==> src/rtl/stream_pkg.sv <==
// Shared types and helpers for the four-lane word collector.
package stream_pkg;

    localparam int LANES = 4;

    typedef enum logic [1:0] {
        LANE0 = 2'd0,
        LANE1 = 2'd1,
        LANE2 = 2'd2,
        LANE3 = 2'd3
    } lane_t;

    // Lane k of a packed group occupies bits [lane_lsb(k, width) +: width].
    function automatic int lane_lsb(input int k, input int width);
        return k * width;
    endfunction

endpackage

==> src/rtl/stream_out_reg.sv <==
// Single-entry valid/ready holding register; a load in the drain cycle replaces the entry.
module stream_out_reg #(
    parameter int DW = 64
) (
    input  logic          clk,
    input  logic          rst_n,
    input  logic          load,
    input  logic [DW-1:0] load_data,
    input  logic          ready,
    output logic          valid,
    output logic [DW-1:0] data
);

    logic          valid_reg;
    logic          valid_next;
    logic [DW-1:0] data_reg;

    always_comb begin
        valid_next = valid_reg;
        if (load) begin
            valid_next = 1'b1;
        end else if (valid_reg && ready) begin
            valid_next = 1'b0;
        end
    end

    always_ff @(posedge clk or negedge rst_n) begin
        if (!rst_n) begin
            valid_reg <= 1'b0;
            data_reg  <= '0;
        end else begin
            valid_reg <= valid_next;
            // Data only moves on a load, so it stays put while the sink stalls.
            if (load) begin
                data_reg <= load_data;
            end
        end
    end

    assign valid = valid_reg;
    assign data  = data_reg;

endmodule

==> src/rtl/stream_collect4.sv <==
// Regroups a serialized word stream into 4-word vectors, lane 0 in the LSBs.
module stream_collect4
    import stream_pkg::*;
#(
    parameter int WIDTH = 16,
    parameter int CNT_W = 16
) (
    input  logic                   clk,
    input  logic                   rst_n,
    input  logic [WIDTH-1:0]       in_data,
    input  logic                   in_valid,
    input  logic                   in_first,
    output logic                   in_ready,
    output logic [LANES*WIDTH-1:0] out_data,
    output logic                   out_valid,
    input  logic                   out_ready,
    input  logic                   clr_err,
    output logic                   err_misalign,
    output logic [CNT_W-1:0]       group_cnt
);

    lane_t                   lane_reg;
    lane_t                   lane_next;
    logic                    accept;
    logic                    misalign;
    logic                    load;
    logic [LANES*WIDTH-1:0]  group_data;
    logic                    err_reg;
    logic [CNT_W-1:0]        cnt_reg;

    // Lane 3 may only complete a group if the output slot is free this cycle.
    assign in_ready = !(lane_reg == LANE3 && out_valid && !out_ready);
    assign accept   = in_valid && in_ready;
    assign misalign = accept && in_first && (lane_reg != LANE0);
    assign load     = accept && !misalign && (lane_reg == LANE3);

    always_comb begin
        lane_next = lane_reg;
        if (misalign) begin
            lane_next = LANE1;
        end else if (accept) begin
            case (lane_reg)
                LANE0:   lane_next = LANE1;
                LANE1:   lane_next = LANE2;
                LANE2:   lane_next = LANE3;
                LANE3:   lane_next = LANE0;
                default: lane_next = LANE0;
            endcase
        end
    end

    always_ff @(posedge clk or negedge rst_n) begin
        if (!rst_n) begin
            lane_reg <= LANE0;
        end else begin
            lane_reg <= lane_next;
        end
    end

    genvar gi;
    generate
        for (gi = 0; gi < LANES - 1; gi++) begin : gen_slot
            localparam lane_t SLOT_LANE = lane_t'(gi);
            logic [WIDTH-1:0] slot_reg;
            logic             slot_we;

            // A misaligned first word restarts the group in slot 0.
            assign slot_we = misalign ? (gi == 0)
                                      : (accept && lane_reg == SLOT_LANE);

            always_ff @(posedge clk or negedge rst_n) begin
                if (!rst_n) begin
                    slot_reg <= '0;
                end else if (slot_we) begin
                    slot_reg <= in_data;
                end
            end

            assign group_data[lane_lsb(gi, WIDTH) +: WIDTH] = slot_reg;
        end
    endgenerate

    assign group_data[lane_lsb(LANES - 1, WIDTH) +: WIDTH] = in_data;

    stream_out_reg #(
        .DW(LANES * WIDTH)
    ) u_out_reg (
        .clk       (clk),
        .rst_n     (rst_n),
        .load      (load),
        .load_data (group_data),
        .ready     (out_ready),
        .valid     (out_valid),
        .data      (out_data)
    );

    always_ff @(posedge clk or negedge rst_n) begin
        if (!rst_n) begin
            err_reg <= 1'b0;
        end else if (misalign) begin
            err_reg <= 1'b1;
        end else if (clr_err) begin
            err_reg <= 1'b0;
        end
    end

    always_ff @(posedge clk or negedge rst_n) begin
        if (!rst_n) begin
            cnt_reg <= '0;
        end else if (out_valid && out_ready) begin
            cnt_reg <= cnt_reg + 1'b1;
        end
    end

    assign err_misalign = err_reg;
    assign group_cnt    = cnt_reg;

endmodule

==> config.mk <==
export PLATFORM = sky130hd
export DESIGN_NAME = stream_collect4
export DESIGN_NICKNAME = d
export VERILOG_FILES = /design/src/rtl/stream_pkg.sv /design/src/rtl/stream_out_reg.sv /design/src/rtl/stream_collect4.sv
export SDC_FILE = /design/constraint.sdc
export NUM_CORES = 1
export LEC_CHECK = 0
export CORE_ASPECT_RATIO = 1.75
export CORE_UTILIZATION = 40
export CTS_BUF_LIST = sky130_fd_sc_hd__clkbuf_8
export CTS_CLUSTER_DIAMETER = 120
export DETAILED_ROUTE_END_ITERATION = 10
export PLACE_DENSITY = 0.73
export SYNTH_ARGS = -nofsm -noshare
export SYNTH_HDL_FRONTEND = slang
export SYNTH_SLANG_ARGS = --single-unit
export TNS_END_PERCENT = 1
==> constraint.sdc <==
create_clock -name clk -period 1.7 [get_ports clk]
set_clock_uncertainty 0.05 [all_clocks]
set_input_delay 0.17 -clock clk [delete_from_list [all_inputs] [get_ports clk]]
set_output_delay 0.17 -clock clk [all_outputs]
set_load 0.01 [all_outputs]
Word level (Yosys, flattened, before mapping)

Index checks and enable logic that the tools add are counted.

Add/sub/neg operators: 1
Equal/unequal tests: 3
Multiplexer cells: 10
Reduce and logical (&&, ||, !) cells: 19

Operators with widths:

| cell                                                | count |
|---|---|
| adder 16 x 1 -> 16 bit, second input constant       | 1 |
| logical AND 1 bit                                   | 11 |
| case mux 2 bit (4 select lines)                     | 1 |
| nonzero test 2 bit                                  | 4 |
| two-way mux 1 bit                                   | 7 |
| equality test 2 bit, second input constant          | 2 |
| two-way mux 2 bit                                   | 2 |
| logical NOT 1 bit                                   | 3 |
| equality test 2 x 1 -> 1 bit, second input constant | 1 |
| logical NOT 2 bit                                   | 1 |

Register bits: 132
Input bits: 22
Output and inout bits: 83
Logic and storage cells: 41

Logic depth before layout (Yosys ltp)

Depth in word-level cells: 11
Depth in mapped cells: 7
Gate-level depth less buffers: 6

By module

A second synthesis with hierarchy kept.

Cells, all modules: 320
Area, all modules: 5315.1 um^2

By module, submodules not included:

| module          | times used | cells each | area each (um^2) |
|---|---|---|---|
| stream_collect4 | 1          | 182        | 2700.1 |
| stream_out_reg  | 1          | 138        | 2615.0 |

Worst setup path after synthesis

OpenSTA, ideal clock, no wires.

Path type: reg2reg
Start point: register lane_reg[0]
End point: register u_out_reg.data_reg[0], in the netlist u_out_reg.data[0]
Library setup time: 127 ps
Arrival time: 1697 ps
Required time: 1523 ps
Slack: -175 ps
Cell stages (with the launch flop): 8
Buffers on the path: 1
Clock period less this slack: 1875 ps
Cell sequence: dfrtp_1 -> inv_1 -> ha_1 -> nand2b_2 -> nand3_4 -> nor2_8 -> buf_6 -> mux2_1

Cells in the longest elaborated chain, start to end: 10

RTL lines:

| element                        | RTL line                                     | text |
|---|---|---|
| start, declared                | stream_collect4.sv:22                        | `lane_t lane_reg;` |
| start signal, assigned         | stream_collect4.sv:56                        | `lane_reg <= lane_next;` |
| equality test 2 bit            | stream_collect4.sv:32, stream_collect4.sv:35 |  |
| logical AND 1 bit (2 in a row) | stream_collect4.sv:32                        | `assign in_ready = !(lane_reg == LANE3 && out_valid && !out_ready);` |
| logical NOT 1 bit              | stream_collect4.sv:32                        |  |
| logical AND 1 bit              | stream_collect4.sv:33                        | `assign accept = in_valid && in_ready;` |
| logical AND 1 bit (2 in a row) | stream_collect4.sv:34                        | `assign misalign = accept && in_first && (lane_reg != LANE0);` |
| logical NOT 1 bit              | stream_collect4.sv:35                        | `assign load = accept && !misalign && (lane_reg == LANE3);` |
| logical AND 1 bit              | stream_collect4.sv:35                        |  |
| logical AND 1 bit *            | stream_collect4.sv:35                        |  |
| end signal, assigned           | stream_out_reg.sv:35                         | `data_reg <= load_data;` |
| end, declared                  | stream_out_reg.sv:16                         | `logic [DW-1:0] data_reg;` |

Every way passes the cells marked *; elsewhere a longest branch is shown, timed or not.
A chain may end at the register's enable or synchronous reset.

Worst setup path in the final report

Start point: register lane_reg[1]
End point: register u_out_reg.data_reg[19], in the netlist u_out_reg.data[19]

The elaborated chain is that of the path after synthesis.

==> impl_metrics.json <==
{
  "syn-num-nets": 346,
  "via_per_inst": 4.77,
  "postPlaceCellArea_um2": 6700,
  "cts_htree_levels": 4,
  "cp-end-kind": "flip-flop",
  "die_h_um": 154,
  "drcViolationCount": 0,
  "status": "complete, but fails checks",
  "ant_nets": 0,
  "cpPeakStageDelay_ns": 0.42,
  "numCtsBuffers": 17,
  "layout_setup_ws_ns": -0.163,
  "violations": "setup timing",
  "period_share_pct": 110,
  "setup_viol": 113,
  "dp.cells": 605,
  "synthToLayoutAreaGrowth_pct": 43.0,
  "routed_wl_mm": 11.4,
  "diodes": 0,
  "cts_tree": "yes",
  "numPortBuffers": 104,
  "dieArea_um2": 13600,
  "powerDensity_nw_per_um2": 1690,
  "postLayoutCellArea_um2": 7520,
  "power.total_mw": 12.7,
  "finalSetupTns_ns": -12.54,
  "cp.required_ns": 1.96,
  "crit_buf_inv": 4,
  "vias": 3122,
  "clk_latency_ns": 0.43,
  "layout.cells.non_filler": 654,
  "rrSetupSlack_ns": -0.16,
  "die_w_um": 88.7,
  "grt_overflow": 0,
  "avgRoutedWirePerCell_um": 17.4,
  "yosys_warnings": 0,
  "grt_pass1_vias": 3537,
  "cts.path.max_buffers": 2,
  "drt-initial-drc-count": 139,
  "clock-sinks": 132,
  "pin_count": 105,
  "largest_register_ffs": 64,
  "syn_area_um2": 5260,
  "tightest_slew_ns": 0.555,
  "cp-start-kind": "flip-flop",
  "place.gp.congestion": 0.769,
  "antenna_found_initial": 0,
  "cp_max_fo": 5,
  "min_period_ns": 1.86,
  "cp.arrival_ns": 2.13,
  "grt_max_degree": 39,
  "final_util_pct": 58.4,
  "track_usage_pct": 19.0,
  "rows": 55,
  "holdWs_ns": 0.219,
  "synth-seq-cells": 132,
  "worst_hold_path_type": "in -> async",
  "cap_violations": 0,
  "maxClockFrequency_mhz": 537,
  "maxSlewViolCount": 0,
  "path_delay_family": "buffers and inverters",
  "dr.pass1.iters": 6,
  "rsz0062_at_grt": "yes",
  "hold_viol_final": 0,
  "clk_pin_slew_ns": 0.08,
  "vdd_drop_max_mv": 0.869,
  "crit_chain": "inv_2 -> ha_4 -> nand2b_4 -> nand3_4 -> nor2_8 -> buf_6 -> buf_12 -> buf_16 -> mux2_4",
  "yosysUniqueCellTypes": 29,
  "grt_pass1_wl_mm": 19.1,
  "core_um2": 12900,
  "syn_inst": 319,
  "avgSynthCellArea_um2": 16.5,
  "path_class": "reg -> reg",
  "crit_slowest_cell": "dfrtp_1",
  "nets": 498,
  "start_util_pct": 40.9,
  "max_slew_margin_pct": 62.8,
  "hpwl_mm": 7.47,
  "cts_root_buffer": "clkbuf_8",
  "fillCellCount": 1041,
  "ys_seq_area_share_pct": 62.8,
  "layout-drive-gt1-share_pct": 31.1,
  "dpl_worst_slack_ns": -0.278,
  "leakage_nw": 3.47
}
-- worst paths after layout --
check                                                from                                    to  cells past startpoint
max in group asynchronous                           rst_n  gen_slot[1].slot_reg[14]$_DFFE_PN0P_                      3
hold / removal                                      rst_n   gen_slot[0].slot_reg[1]$_DFFE_PN0P_                      2
min in group clk                                  clr_err              err_misalign$_DFFE_PN0P_                      2
setup / recovery                  lane_reg[1]$_DFFE_PN0P_        u_out_reg.data[19]$_DFFE_PN0P_                      9
hold reg to reg            u_out_reg.data[26]$_DFFE_PN0P_        u_out_reg.data[26]$_DFFE_PN0P_                      1
setup reg to reg                  lane_reg[1]$_DFFE_PN0P_        u_out_reg.data[19]$_DFFE_PN0P_                      9
-- placed cells by master, fill, tap and decap left out, types with 2 or more instances in the layout --
master             n
and3_1             2
dlymetal6s2s_1     4
nand3_4            3
and4_1             3
inv_1              2
bufinv_16          3
buf_6              4
clkinv_2           5
buf_12            11
mux2_1            48
clkbuf_8          17
buf_4             21
inv_2              2
mux2_4            64
nand2_1            9
dfrtp_2            2
ha_1               2
nand4_1            2
xnor2_1           12
dlygate4sd2_1      2
nand3_1            6
clkinvlp_4         4
buf_16             3
dfrtp_1          130
clkdlybuf4s50_1   97
xor2_1             3
ha_4               2
-- repair_timing --
action	CTS	global route
buffers inserted	12	2
pin swaps	4	4
gates resized for setup	39	27
setup endpoints to repair	114	120
endpoints found under the hold margin	33	0
hold buffers	1	0
gates cloned	4	0
-- synthesized netlist by cell type --
cell / instances / area, µm²
xor2_1: 3 / 26.3
xnor2_1: 12 / 105
and2_1: 2 / 12.5
mux2_1: 92 / 1040
and4_1: 3 / 26.3
nand4_1: 2 / 12.5
nand2b_1: 1 / 6.26
o22ai_1: 1 / 6.26
and3_1: 2 / 12.5
nand2_1: 9 / 33.8
nand3b_1: 1 / 7.51
inv_1: 4 / 15.0
nand2b_2: 1 / 8.76
mux2_2: 1 / 11.3
nor2_8: 1 / 20.0
nor2_1: 1 / 3.75
o21ai_4: 1 / 16.3
nor3_2: 1 / 10.0
a21oi_1: 1 / 5.00
ha_1: 5 / 62.6
nor3_1: 1 / 5.00
nor4_1: 1 / 6.26
nand3_1: 6 / 30.0
nor2b_1: 1 / 6.26
buf_6: 10 / 113
dfrtp_1: 132 / 3300
nand3_4: 3 / 52.6
mux2_4: 20 / 300
o21ai_0: 1 / 5.00
-- per-layer routing --
metal	wire length (µm)	GRT usage (%)	share of wire [%]	vias up
met5	0	0	0	-
met4	159	7.76	1.4	0
met3	360	4.67	3.2	11
met2	6360	33.0	56	69
met1	4500	22.0	40	1622
li1	-	-	-	1420
-- kinds of logic after synthesis --
| group | Yosys count | share of synthesized area, % |
|---|---|---|
| AOI/OAI and AO/OA | 4 | 0.619 |
| xor gates and xnor gates | 15 | 2.50 |
| adders and majority gates | 5 | 1.19 |
| buffers and inverters | 14 | 2.43 |
| DFF | 132 | 62.8 |
| muxes | 113 | 25.6 |
| and+or+nand+nor | 36 | 4.83 |
-- layout make-up --
cell class | instances | area (µm²) | share of cell area [%]
clock buffer | 17 | 234 | 3.11
clock inverter | 14 | 163 | 2.16
inverter | 4 | 15.0 | 0.200
multi-input combinational | 173 | 2030 | 27.1
sequential | 132 | 3310 | 44.0
tap | 171 | 214 | 2.85
timing repair buffer | 143 | 1550 | 20.7
-- power by group --
part	internal (mW)	switching [mW]	total (mW)
logic	3.23	1.62	4.84
registers	4.47	0.818	5.29
clock network	1.43	1.18	2.61
total	9.13	3.61	12.7
(Power assumes the default switching activity.)
